--- config.mk ---
export PLATFORM = sky130hd
export DESIGN_NAME = lfsr_seq_checker_popcount32
export DESIGN_NICKNAME = d
export VERILOG_FILES = /design/src/rtl/lfsr_seq_checker_popcount32.sv
export SDC_FILE = /design/constraint.sdc
export NUM_CORES = 1
export LEC_CHECK = 0
export CORE_UTILIZATION = 43
export DETAILED_ROUTE_END_ITERATION = 6
export PLACE_DENSITY_LB_ADDON = 0.25
export SYNTH_ARGS = -nofsm -noshare
export SYNTH_HDL_FRONTEND = slang
export SYNTH_SLANG_ARGS = --single-unit
export TNS_END_PERCENT = 5
--- constraint.sdc ---
create_clock -name vclk -period 8.5
set_input_delay 1.7 -clock vclk [all_inputs]
set_output_delay 1.7 -clock vclk [all_outputs]
set_load 0.02 [all_outputs]
--- src/rtl/lfsr_seq_checker_popcount32.sv ---
// Combinational population count of a 32-bit word; gives the bit-error
// weight of a mismatched word.
module lfsr_seq_checker_popcount32 (
    input  logic [31:0] bits,
    output logic [5:0]  count
);

    always_comb begin
        count = '0;
        for (int unsigned i = 0; i < 32; i++) begin
            count = count + 6'(bits[i]);
        end
    end

endmodule

# After elaboration in Yosys (flattened, before gate mapping)
# Cells that the tools add are included.
# word_totals
ff_bits	0
latch_bits	0
ram_bits	0
romBits	0
inputBits	32
mem_count	0
# op_classes
n_addsub	31
multipliers	0
div	0
magnitude_cmp	0
n_eq_ne	0
shifts	0
muxes	0
n_bitwise	0
reduce_logical	0
# op_table
op	count
6-bit by 1-bit adder with 6-bit output	26
5-bit by 1-bit adder with 6-bit output	1
4-bit by 1-bit adder with 5-bit output	1
3-bit by 1-bit adder with 4-bit output	1
2-bit by 1-bit adder with 3-bit output	1
1-bit by 1-bit adder with 2-bit output	1

# Depth between registers and ports, before layout
# Gate-level depths: netlist of the first run.
# depth
ltp_word	31
ltp_mapped	16

# Least setup slack after synthesis of the first run
# OpenSTA, ideal clock, no wires.
# synth_timing
path_kind	input-to-output
startpoint	in bits[0]
endpoint	out count[4]
arrival_ns	5.999
setup_slack_ns	0.801
stages	16
cell_sequence	inv_1 fa_1 inv_1 fa_1 fa_1 fa_1 fa_1 inv_1 fa_1 inv_1 ha_1 inv_1 fa_1 nand2b_1 a21oi_2 xor2_1
# synth_via
elab_chain_cells	31
# synth_rtl
element	line	rtl
from (decl)	4	input logic [31:0] bits,
1-bit by 1-bit adder with 2-bit output	11	count = count + 6'(bits[i]);
2-bit by 1-bit adder with 3-bit output	11	
3-bit by 1-bit adder with 4-bit output	11	
4-bit by 1-bit adder with 5-bit output	11	
5-bit by 1-bit adder with 6-bit output	11	
6-bit by 1-bit adder with 6-bit output (26 in series)	11	
to (decl)	5	output logic [5:0] count
# Every way passes these cells.

# Final worst setup path of the first run
# layout_timing
startpoint	in bits[0]
endpoint	out count[3]
# Same word-level chain as after synthesis.

==> flow_summary_export.csv, run 1 <==
group,metric,value,unit
floorplan,rows,14,
floorplan,dieArea,1940,um2
job,maxCapViolations,0,
logic_synthesis,synthTopCellsByArea,"fa_1 (63%), inv_1 (15%), ha_1 (12%)",
critical_path,critPathKind,"in -> out",
floorplan,core_area,1580,um2
routing,wl_per_cell,9.71,um
logic_synthesis,synth.most_common_cell,"inv_1",
hold_path,min_path_cells,6,
floorplan,ios,38,
routing,vias,567,
placed_design,pre_cts_slack,-174,ps
final_layout,multiInputGateArea,646,um2
final_layout,fillers,120,
sta,drv_slew,0,
floorplan,start_util,48.1,%
final_layout,fin_nets,178,
sta,worst_pin_slew,226,ps
floorplan,die_x,44.0,um
final_layout,antenna_cells,0,
run_status,failed_checks,"DRC",
placed_design,dp_hpwl,1270,um
run_status,status,"finished, violations left",
sta,fin_crit,8260,ps
sta,hold_viol_final,0,
routing,viasPerCell,4.40,
hold_path,whs_endpoint,"count[1]",
routing,route.detailed.drc,3,
routing,antenna_left,0,
final_layout,stdcell_area,1170,um2
final_layout,seq_cell_count,0,
global_route,grt_start_max_net_pins,4,
logic_synthesis,postSynthCellCount,73,
critical_path,cpPeakStageDelay,580,ps
logic_synthesis,synth_top_area_cell,"fa_1",
critical_path,critPathMaxFanout,2,
floorplan,die_h,44.0,um
final_layout,ff_latch_area,0,um2
routing,drt_wl_total,1250,um
global_route,antenna_found_initial,0,
critical_path,cp.buffers_inverters,6,
critical_path,cp_data_arrival_time,6560,ps
final_layout,drive_above_1_share,4.42,%
critical_path,crit_family,"adder cells",
critical_path,cp-start-kind,"input port",
global_route,first_global_vias,610,
final_layout,clkbuf_count,0,
logic_synthesis,yosysUniqueCellTypes,11,
routing,drtIter0Drc,4,
logic_synthesis,ys_warn_count,0,
hold_path,hold_start,"bits[2]",
sta,fmax,0.121,GHz
critical_path,path_cells,"clkdlybuf4s50_1, inv_1, fa_1, inv_1, fa_1, fa_1, fa_1, fa_1, inv_1, fa_1, inv_1, ha_1, a21o_1, a21oi_2, xnor2_1, dlygate4sd2_1",
final_layout,area_delta_synth_final,54.5,%
global_route,grt_usage,15.0,%
critical_path,cpMaxStageDelayCell,"fa_1",
clock_network,cts_setup_buffers,0,
sta,rsz0062_at_grt,"no",
global_route,overflow,0,
critical_path,critPathRequiredTime,6800,ps
sta,relSlewSlack,84.9,%
logic_synthesis,ys_seq_area_share,0,%
critical_path,crit_top_cell,"fa_1",
logic_synthesis,synth_commonest_cells,"inv_1 (30), fa_1 (24), ha_1 (7)",
sta,period_share,97.1,%
logic_synthesis,synth_area,758,um2
placed_design,portBuffers,38,
logic_synthesis,syn_area_per_cell,10.4,um2
critical_path,endpoint_kind,"output port",
placed_design,postPlaceCellArea,1170,um2
sta,setup_ws,245,ps
logic_synthesis,synth_nets,136,
logic_synthesis,netlist.area_leader.share,63.4,%
placed_design,gp_congestion,0.687,
sta,setup_viol,0,
clock_network,hold_buffers,0,
global_route,grt_pass1_wl,2210,um
routing,drtPass1Iterations,5,
hold_path,hold_class,"in -> out",
==> per-stage QoR <==
stage | setup TNS, ps | util (%) | hold WS (ps) | instances
after floorplan | 0 | - | 3610 | 73
after global placement | -148 | 74.4 | 4570 | 129
after detailed placement | -256 | 74.4 | 4580 | 129
after CTS | 0 | 74.2 | 4580 | 129
after global routing | 0 | 74.3 | 4560 | 129
final | 0 | 74.3 | 4470 | 129
==> per-layer routing <==
metal,wire length [um],global-route usage [%],up-vias,part of all wire (%)
met5,0,0,-,0
met4,0,0,0,0
met3,70,0,0,5.6
met2,733,32.2,18,58
met1,448,17.3,267,36
li1,-,-,282,-
==> area by class of cell <==
class | instances | share of cell area (%)
multi-input combinational | 43 | 55.1
timing repair buffer | 40 | 33.5
inverter | 30 | 9.62
tap | 16 | 1.71
==> repair_timing <==
item,4_1_cts,5_1_grt
gates cloned,0,0
pin swaps,0,0
resized for setup,3,4
endpoints found under the setup margin,3,3
==> kinds of logic after synthesis <==
| logic type | Yosys count | share of synthesized area, % |
|---|---|---|
| AOI/OAI and AO/OA | 4 | 3.96 |
| xor gates and xnor gates | 3 | 3.47 |
| adders and majority gates | 31 | 74.9 |
| buffers and inverters | 30 | 14.9 |
| and+or+nand+nor | 5 | 2.81 |
==> how the worst max path moves through the flow <==
stage	to	slack (ps)	start	depth (start not counted)
4_1_cts	count[5]	10	bits[0]	16
6_report	count[3]	240	bits[0]	16
3_5_place_dp	count[4]	-170	bits[0]	18
2_1_floorplan	count[4]	800	bits[0]	16
5_1_grt	count[4]	0.7	bits[0]	18
3_3_place_gp	count[4]	-120	bits[0]	18
==> layout by cell type, fill, tap and decap left out <==
cell	count
a21o_1	1
a21oi_2	2
buf_4	2
clkbuf_2	1
clkdlybuf4s50_1	33
dlygate4sd2_1	2
dlymetal6s2s_1	2
fa_1	24
ha_1	7
inv_1	30
nand2_1	2
nand2b_1	1
nor2_1	2
o21ai_0	1
xnor2_1	2
xor2_1	1
Power of run 1 is not shown: default switching activity piles up to over one toggle a cycle in this logic, so the estimate is an artifact.
==> run 2: changes to the inputs <==
--- a/config.mk
+++ b/config.mk
@@ -5,7 +5,8 @@
 export SDC_FILE = /design/constraint.sdc
 export NUM_CORES = 1
 export LEC_CHECK = 0
-export CORE_UTILIZATION = 43
+export CAP_MARGIN = 40
+export CORE_UTILIZATION = 46
 export DETAILED_ROUTE_END_ITERATION = 6
 export PLACE_DENSITY_LB_ADDON = 0.25
 export SYNTH_ARGS = -nofsm -noshare
==> constraint.sdc (replaced) <==
create_clock -name vclk -period 10
set_input_delay 2 -clock vclk [all_inputs]
set_output_delay 2 -clock vclk [all_outputs]
set_load 0.02 [all_outputs]
==> run 2 against run 1 <==
The run now ends clean. Global-route usage grew 2.0 points. Utilization up 1.7 points. Critical path depth rose by 2. Sequential cell count did not move. Cell count down 1.6%. Hold slack improved by 720 ps. First-iteration DRC count fell by 50%. Routed wire length is 6.3% higher. Sequential share of layout area unchanged. Final area decreased by 1.1%. Via count is 1.1% higher. Setup slack better by 500 ps. Highest routed layer unchanged.
==> flow_summary_export.csv, run 2 (same netlist as run 1, synthesis figures left out) <==
group,metric,value,unit
sta,fmax,0.108,GHz
final_layout,most-common-layout-cells,"clkdlybuf4s50_1 (38), inv_1 (30), fa_1 (24)",
global_route,overflow,0,
clock_network,cts_setup_buffers,0,
final_layout,fillers,116,
sta,drv_slew,0,
job,maxCapViolations,0,
routing,drtIter0Drc,2,
critical_path,critPathKind,"in -> out",
final_layout,fin_nets,176,
clock_network,post_cts_resized,0,
hold_path,whs_endpoint,"count[0]",
floorplan,die_h,42.6,um
clock_network,hold_buffers,0,
floorplan,rows,14,
critical_path,cp_data_arrival_time,7250,ps
run_status,status,"finished clean",
final_layout,clkbuf_count,0,
sta,fin_setup_tns,0,ps
critical_path,critPathRequiredTime,8000,ps
final_layout,seq_cell_count,0,
placed_design,gp_congestion,0.653,
routing,antenna_left,0,
floorplan,ios,38,
final_layout,layout_commonest_cell,"clkdlybuf4s50_1",
floorplan,dieArea,1810,um2
routing,route.detailed.drc,0,
final_layout,drive_above_1_share,1.80,%
sta,worst_pin_slew,212,ps
sta,fin_crit,9250,ps
critical_path,critPathMaxFanout,2,
sta,setup_viol,0,
routing,drtPass1Iterations,4,
final_layout,multiInputGateArea,646,um2
hold_path,min_path_cells,3,
final_layout,ff_latch_area,0,um2
sta,rsz0062_at_grt,"no",
placed_design,portBuffers,38,
routing,drt_wl_total,1330,um
final_layout,area_delta_synth_final,52.8,%
critical_path,cp-start-kind,"input port",
routing,wl_per_cell,10.5,um
global_route,antenna_found_initial,0,
global_route,grt_pass1_wl,2370,um
placed_design,dp_hpwl,1340,um
sta,period_share,92.5,%
hold_path,hold_class,"in -> out",
sta,hold_viol_final,0,
floorplan,core_area,1520,um2
hold_path,hold_start,"bits[2]",
routing,viasPerCell,4.51,
sta,relSlewSlack,85.8,%
global_route,first_global_vias,602,
final_layout,antenna_cells,0,
floorplan,start_util,49.8,%
routing,vias,573,
global_route,grt_start_max_net_pins,4,
floorplan,die_x,42.6,um
critical_path,endpoint_kind,"output port",
global_route,grt_usage,17.0,%
==> run 2: layer usage <==
| layer | vias to the layer above | wire [um] | global-route usage [%] |
|---|---|---|---|
| li1 | 276 | - | - |
| met1 | 276 | 436 | 18.2 |
| met2 | 21 | 837 | 37.5 |
| met3 | 0 | 58 | 0.431 |
| met4 | 0 | 0 | 0 |
| met5 | - | 0 | 0 |
==> run 2: worst max-delay path by stage <==
stage / end / depth (start not counted) / start / slack (ps)
floorplan: count[4] / 16 / bits[0] / 1700
global placement: count[4] / 18 / bits[0] / 740
detailed placement: count[4] / 18 / bits[0] / 720
CTS: count[4] / 18 / bits[0] / 700
global route: count[4] / 18 / bits[11] / 500
finish: count[4] / 18 / bits[0] / 750
==> run 2: through the flow <==
step                cells  hold WS [ps]  instance area [um2]  util, %  setup slack, ps
global placement      127          5170                 1160     76.0              741
global route          127          5210                 1160     76.0              500
floorplan              73          4210                  758        -             1700
CTS                   127          5190                 1160     76.0              705
detailed placement    127          5180                 1160     76.0              718
finish                127          5180                 1160     76.0              746
==> run 2: cell type report <==
type	instances	area share (%)
well taps	16	1.73
multi-input cells	43	55.7
inverters	30	9.72
repair buffers	38	32.8
==> run 2: worst max-delay path, stage by stage <==
cell	delay [ps]
clkdlybuf4s50_1	450
inv_1	50
fa_1	530
inv_1	50
fa_1	530
fa_1	440
fa_1	490
fa_1	520
inv_1	50
fa_1	430
inv_1	60
ha_1	160
inv_1	50
fa_1	390
nand2b_1	170
a21oi_2	130
xor2_1	150
clkdlybuf4s50_1	610
Power of run 2 is left out for the same reason.
==> run 3: changes to the inputs <==
--- a/config.mk
+++ b/config.mk
@@ -6,7 +6,7 @@
 export NUM_CORES = 1
 export LEC_CHECK = 0
 export CAP_MARGIN = 40
-export CORE_UTILIZATION = 46
+export CORE_UTILIZATION = 43
 export DETAILED_ROUTE_END_ITERATION = 6
 export PLACE_DENSITY_LB_ADDON = 0.25
 export SYNTH_ARGS = -nofsm -noshare
==> constraint.sdc (replaced) <==
create_clock -name vclk -period 8.6
set_input_delay 1.72 -clock vclk [all_inputs]
set_output_delay 1.72 -clock vclk [all_outputs]
set_load 0.02 [all_outputs]
==> run 3 against run 2 <==
The run now ends with DRC left. Via count shrank 1.0%. Setup slack lost 440 ps. Routed wire length shrank 5.9%. Critical endpoint is now count[3]. Largest cell class unchanged.
==> flow_summary_export.csv, run 3 (same netlist as run 1, synthesis figures left out) <==
group,metric,value,unit
final_layout,fillers,118,
critical_path,crit_top_cell,"fa_1",
final_layout,drive_above_1_share,4.42,%
critical_path,path_cells,"clkdlybuf4s50_1, inv_1, fa_1, inv_1, fa_1, fa_1, fa_1, fa_1, inv_1, fa_1, inv_1, ha_1, a21o_1, a21oi_2, xnor2_1, dlygate4sd2_1",
floorplan,dieArea,1940,um2
critical_path,cp_data_arrival_time,6580,ps
global_route,met3_usage,0,%
final_layout,layout_commonest_cell,"clkdlybuf4s50_1",
run_status,status,"finished, violations left",
global_route,gr-usage-met1,17.3,%
routing,antenna_left,0,
job,maxCapViolations,0,
routing,route.detailed.drc,3,
floorplan,ios,38,
final_layout,ff_latch_area,0,um2
critical_path,endpoint_kind,"output port",
floorplan,die_h,44.0,um
run_status,failed_checks,"DRC",
critical_path,cp-start-kind,"input port",
sta,setup_viol,0,
floorplan,core_area,1580,um2
global_route,antenna_found_initial,0,
final_layout,fin_nets,178,
floorplan,die_x,44.0,um
global_route,grt_pass1_wl,2210,um
critical_path,critPathKind,"in -> out",
sta,hold_viol_final,0,
final_layout,seq_cell_count,0,
global_route,grt_start_max_net_pins,4,
placed_design,gp_congestion,0.687,
placed_design,dp_hpwl,1270,um
sta,drv_slew,0,
final_layout,antenna_cells,0,
sta,fin_setup_tns,0,ps
sta,relSlewSlack,84.9,%
critical_path,critPathRequiredTime,6880,ps
final_layout,most-common-layout-cells,"clkdlybuf4s50_1 (33), inv_1 (30), fa_1 (24)",
sta,fin_crit,8300,ps
critical_path,cpPeakStageDelay,580,ps
routing,vias,567,
global_route,use_met2,32.2,%
sta,period_share,96.5,%
hold_path,hold_class,"in -> out",
global_route,overflow,0,
global_route,first_global_vias,610,
critical_path,cpMaxStageDelayCell,"fa_1",
global_route,grt_usage,15.0,%
sta,rsz0062_at_grt,"no",
routing,drtIter0Drc,4,
critical_path,critPathMaxFanout,2,
sta,fmax,0.121,GHz
routing,drtPass1Iterations,5,
placed_design,portBuffers,38,
clock_network,hold_buffers,0,
global_route,busiest_layer,"met2",
routing,drt_wl_total,1250,um
routing,wl_per_cell,9.72,um
floorplan,rows,14,
floorplan,start_util,48.1,%
routing,viasPerCell,4.40,
sta,worst_pin_slew,226,ps
final_layout,area_delta_synth_final,55.0,%
final_layout,clkbuf_count,0,
## run 3: cell types whose count changed in the layout (fill, tap and decap cells not counted), sizes merged
cell | before | now
clkdlybuf4s50 | 38 | 33
dlymetal6s2s | 0 | 3
buf | 0 | 2
clkbuf | 0 | 1
dlygate4sd2 | 0 | 1
## run 3: final timing paths
check / startpoint / to / slack (ps) / cells past startpoint
worst max-delay path: bits[0] / count[3] / 300 / 16
worst min-delay path: bits[2] / count[1] / 4510 / 6
## run 3: what timing repair did
item	CTS	global route
gates resized for setup	2	5
pin swaps	0	0
buffers inserted	0	0
setup endpoints to repair	2	4
## run 3: worst max-delay path: cells and delay by family
kind	cells	cell delay, ps
adder cells (fa/ha/maj)	7	3340
buffers and inverters	6	1010
AO/OA/AOI/OAI	2	370
XOR/XNOR	1	130
## run 3: metrics by stage
stage	utilization [%]	worst slack, ps	instance area (um2)	std cells	hold WS (ps)
2_1_floorplan	-	861	758	73	3650
3_3_place_gp	74.4	-63.2	1170	129	4610
3_5_place_dp	74.4	-114	1170	129	4620
4_1_cts	74.3	27.5	1170	129	4620
5_1_grt	74.5	60.7	1170	129	4600
6_report	74.5	305	1170	129	4510
## run 3: cell type report
class              instances  area (um2)  area share [%]
repair buffers            40         397            33.8
well taps                 16        20.0            1.70
inverters                 30         113            9.58
multi-input cells         43         646            55.0
## run 3: routing by layer
| metal | share of wire (%) | up-vias |
|---|---|---|
| met2 | 59 | 18 |
| met3 | 5.6 | 0 |
| met5 | 0 | - |
| met1 | 36 | 267 |
| met4 | 0 | 0 |
| li1 | - | 282 |
Power of run 3 is left out for the same reason.
